===== src/rtl/ex_mem.sv =====
// ex_mem: EX -> MEM pipeline register.
// Latches the EX results (register writeback, HI/LO, flags) toward MEM, applies
// the stall/flush controls, and returns the MADD/MSUB partial product and cycle
// count to EX while EX is stalled.
module ex_mem (
    input  logic        clk,
    input  logic        rst,
    input  logic [5:0]  stall,
    input  logic        flush,
    input  logic [4:0]  ex_wd,
    input  logic        ex_wreg,
    input  logic [31:0] ex_wdata,
    input  logic [31:0] ex_hi,
    input  logic [31:0] ex_lo,
    input  logic        ex_whilo,
    input  logic [31:0] ex_flags,
    input  logic [63:0] hilo_temp_i,
    input  logic [1:0]  cnt_i,
    output logic [4:0]  mem_wd,
    output logic        mem_wreg,
    output logic [31:0] mem_wdata,
    output logic [31:0] mem_hi,
    output logic [31:0] mem_lo,
    output logic        mem_whilo,
    output logic [31:0] mem_flags,
    output logic [63:0] hilo_temp_o,
    output logic [1:0]  cnt_o
);

    // Everything that travels on to MEM. An all-zero value is a bubble.
    typedef struct packed {
        logic [4:0]  wd;
        logic        wreg;
        logic [31:0] wdata;
        logic [31:0] hi;
        logic [31:0] lo;
        logic        whilo;
        logic [31:0] flags;
    } mem_t;

    mem_t        ex_bundle;
    mem_t        mem_d, mem_q;
    logic [63:0] hilo_temp_d, hilo_temp_q;
    logic [1:0]  cnt_d, cnt_q;
    logic        stall_ex, stall_mem;

    // Only the EX and MEM stall bits matter here; the rest are ignored.
    logic        unused_stall_bits;
    assign unused_stall_bits = ^{stall[5], stall[2:0]};

    assign stall_ex  = stall[3];
    assign stall_mem = stall[4];

    // Gather the EX inputs into one bundle.
    always_comb begin
        ex_bundle       = '0;
        ex_bundle.wd    = ex_wd;
        ex_bundle.wreg  = ex_wreg;
        ex_bundle.wdata = ex_wdata;
        ex_bundle.hi    = ex_hi;
        ex_bundle.lo    = ex_lo;
        ex_bundle.whilo = ex_whilo;
        ex_bundle.flags = ex_flags;
    end

    // Next-state selection: flush, then EX-only stall (bubble and capture the
    // accumulate state), then advance. When both EX and MEM stall, nothing
    // changes. The illegal pattern (EX advancing into a stalled MEM) falls into
    // the advance branch.
    always_comb begin
        mem_d       = mem_q;
        hilo_temp_d = hilo_temp_q;
        cnt_d       = cnt_q;
        if (flush) begin
            mem_d       = '0;
            hilo_temp_d = '0;
            cnt_d       = '0;
        end else if (stall_ex && !stall_mem) begin
            mem_d       = '0;
            hilo_temp_d = hilo_temp_i;
            cnt_d       = cnt_i;
        end else if (!stall_ex) begin
            mem_d       = ex_bundle;
            hilo_temp_d = '0;
            cnt_d       = '0;
        end
    end

    // State registers; reset is the same as a bubble with the accumulate state
    // cleared, so a reset mid-MADD aborts it.
    always_ff @(posedge clk) begin
        if (rst) begin
            mem_q       <= '0;
            hilo_temp_q <= '0;
            cnt_q       <= '0;
        end else begin
            mem_q       <= mem_d;
            hilo_temp_q <= hilo_temp_d;
            cnt_q       <= cnt_d;
        end
    end

    assign mem_wd      = mem_q.wd;
    assign mem_wreg    = mem_q.wreg;
    assign mem_wdata   = mem_q.wdata;
    assign mem_hi      = mem_q.hi;
    assign mem_lo      = mem_q.lo;
    assign mem_whilo   = mem_q.whilo;
    assign mem_flags   = mem_q.flags;
    assign hilo_temp_o = hilo_temp_q;
    assign cnt_o       = cnt_q;

endmodule

===== config.mk =====
export PLATFORM = sky130hd
export DESIGN_NAME = ex_mem
export DESIGN_NICKNAME = d
export VERILOG_FILES = /design/src/rtl/ex_mem.sv
export SDC_FILE = /design/constraint.sdc
export NUM_CORES = 1
export LEC_CHECK = 0
export CORE_AREA = 2 2 162 164
export DETAILED_ROUTE_END_ITERATION = 10
export DIE_AREA = 0 0 164 166
export DONT_BUFFER_PORTS = 1
export PLACE_DENSITY = 0.47
export RECOVER_POWER = 25
export SETUP_SLACK_MARGIN = 0.4
export SYNTH_ARGS = -nofsm -noshare
export SYNTH_HDL_FRONTEND = slang
export SYNTH_SLANG_ARGS = --single-unit

===== constraint.sdc =====
create_clock -name clk -period 4.8 [get_ports clk]
set_clock_uncertainty 0.15 [all_clocks]
set_input_delay 1.44 -clock clk [delete_from_list [all_inputs] [get_ports clk]]
set_output_delay 1.44 -clock clk [all_outputs]
set_load 0.01 [all_outputs]

==> impl_results.md <==
- Setup-failing EPs final: 0
- Avg Vias per Cell: 4.84
- Initial DRC Count: 384
- Row cnt: 59
- Clock root buffer: clkbuf_16
- Drt total wl: 20,300 um
- Fin. Hold Viols: 0
- All-Layer GR Usage: 13.7%
- Worst ir drop on vdd: 0.224 mV
- Max-slew violations: 55
- Fraction of the mapped netlist area in adder cells: 0%
- Seq/Total Area, Yosys: 52.9%
- Most Crowded Layer GR: met2
- Met2 usage: 23.7%
- Max cap viols: 1
- # IOs: 411
- DR WL/cell: 18.2 um
- Critical Path End Type: register
- Chip Height: 166 um
- Num CTS Buffers: 23
- Simple-gate share of the synthesized area: 24.8%
- Number of H-tree levels: 1
- Hold depth: 2
- Final #Nets: 977
- Most frequent cells in the layout: dfxtp_1, nand2b_1, nand3_1, a21oi_1, mux2i_1
- Longest Clk Path Bufs: 3
- P_sw: 788 uW
- Worst Path Arrival: 3.59 ns
- ANT cells: 0
- IO Port Bufs: 0
- Worst setup SP type: input pin
- First-pass GRT wire length: 29,900 um
- Starting Density: 29.7%
- Mux share of post-synthesis cell area: 8.69%
- Comb pwr share: 3.9%
- Setup TNS: 0 ns
- Clk sink count: 201
- Vias in the first global route: 5,186
- Pwr/cell area: 427 mW/mm^2
- Share of layout cells above drive strength 1: 9.72%
- Post-synth cell types: 14
- CTS tree: built
- DRT Pass-1 Iters: 4
- Total grt overflow: 0
- Final non-filler cell total: 1,117
- Worst Reg2Reg Path Length in Cells: 2
- WS Path Type: in2reg
- Hold crit path type: reg2reg
- Reg power frac: 49.0%
- Leading cell type in the layout, fill and taps excluded: dfxtp_1
- Clk_lat worst skew: 0.50 ns
- Hold_buf cts: 0
- DRC violations left: 0
- Tcrit/Tclk final: 70.2%
- Mapped Area: 0.00761 sq mm
- Antenna viol nets, final: 0
- RSZ-0062 raised after global routing: no
- Met1 global-route usage: 15.0%
- Fmax: 297 MHz
- Worst slew pin tran: 2.20 ns
- GP Congestion: 0.716
- Dpl hpwl: 13,300 um
- Clock power share: 47.0%
- DIE AREA: 0.0272 sq mm
- Compound-Gate Fraction of Synth Area: 8.88%
- Yosys Warn Count: 0
- Core ar.: 0.0256 sq mm
- Synth Register Bits: 201
- Rel. slew slack: -46.6%
- DR vias: 5,406
- Pin count of the biggest net entering global routing: 272
- Clock-pin slew on the worst setup and hold paths: 0.06 ns
- Mean area per synthesized cell: 9.33 sq um
- CP Max Fanout: 81
- Met3 Resource Use GR: 5.59%
- Synth Instances: 815
- Die X-Extent: 164 um
- LEAKAGE: 0.00297 uW
- Post-synthesis xor/xnor area fraction: 0%
- Sw frac: 21.9%
- WP data required: 5.02 ns
- Largest family of logic cells by synthesized area: simple AND/OR/NAND/NOR gates
- Post-cts sizing count: 0
- Syn_nets: 1,025
- Failing checks: capacitance limit, slew limit
- Tmin final: 3.37 ns
- Status: complete, but fails checks
- P_int: 2810 uW
- Dpl cells: 1,077
- Setup Buffers After CTS: 0
- Initial antenna violation count: 0
- Area growth syn-to-layout: 10.8%
worst paths after layout:
kind | from | end | slack [ns]
worst max-delay path | rst | mem_hi[30] | 1.43
worst min-delay path | mem_wdata[11] | mem_wdata[11] | 0.38
worst max register to register | mem_flags[17] | mem_flags[17] | 3.85
worst min register to register | mem_wdata[11] | mem_wdata[11] | 0.38
through the flow:
| step | worst slack (ns) | hold slack [ns] | total power (uW) | instance area, sq um | util, % |
|---|---|---|---|---|---|
| CTS | 2.22 | 0.377 | 3670 | 8430 | 32.9 |
| global route | 1.20 | 0.395 | 3750 | 8420 | 32.9 |
| detailed placement | 1.88 | 0.368 | 1950 | 7690 | 30.0 |
| global placement | 1.86 | 0.364 | 1940 | 7690 | 30.0 |
| floorplan | 2.27 | 0.342 | 1970 | 7610 | - |
| finish | 1.43 | 0.375 | 3600 | 8420 | 32.9 |
layout make-up:
| class | count | area (sq um) |
|---|---|---|
| clock buffers | 35 | 681 |
| multi-input cells | 539 | 3220 |
| well taps | 335 | 419 |
| repair buffers | 2 | 27.5 |
| flip-flops and latches | 201 | 4020 |
| fillers | 2672 | 17200 |
| clock inverters | 5 | 53.8 |
cell families after synthesis:
group | Yosys count
flops | 201
buf+inv | 75
mux | 66
simple gates | 338
compound gates | 135
flip-flops by register name, summed over array words and instances (netlist names):
signal / flops
mem_wdata: 32
mem_hi: 32
mem_flags: 32
mem_wreg: 1
hilo_temp_o: 64
mem_whilo: 1
mem_lo: 32
mem_wd: 5
cnt_o: 2
layer usage:
layer / wire length (um) / up-vias / part of all wire [%]
li1: - / 2646 / -
met1: 7530 / 2436 / 37
met2: 9860 / 288 / 49
met3: 2420 / 36 / 12
met4: 527 / 0 / 2.6
met5: 0 / - / 0
worst max-delay path, cell delays in order:
cell and delay, ns:
or2_1 1.55, buf_12 0.42, a21oi_1 0.09
cells in the mapped netlist:
master	n	share of area [%]
clkbuf_1	31	1.5
dfxtp_1	201	53
or3b_4	1	0.15
buf_6	5	0.74
buf_2	27	1.8
nand2b_1	135	11
a21oi_1	135	8.9
nand3_1	135	8.9
mux2i_1	66	8.7
nor2_2	40	3.3
buf_1	10	0.49
buf_4	2	0.20
nor2_1	26	1.3
or2_2	1	0.082
power groups by stage:
stage / clock [uW] / sequential [uW] / combinational (uW)
final: 1690 / 1770 / 141
after floorplan: 0 / 1790 / 179
after CTS: 1760 / 1770 / 144
after global routing: 1820 / 1770 / 157
after detailed placement: 0 / 1800 / 144
after global placement: 0 / 1800 / 140
Note: power is estimated with default switching activity, not from simulation.
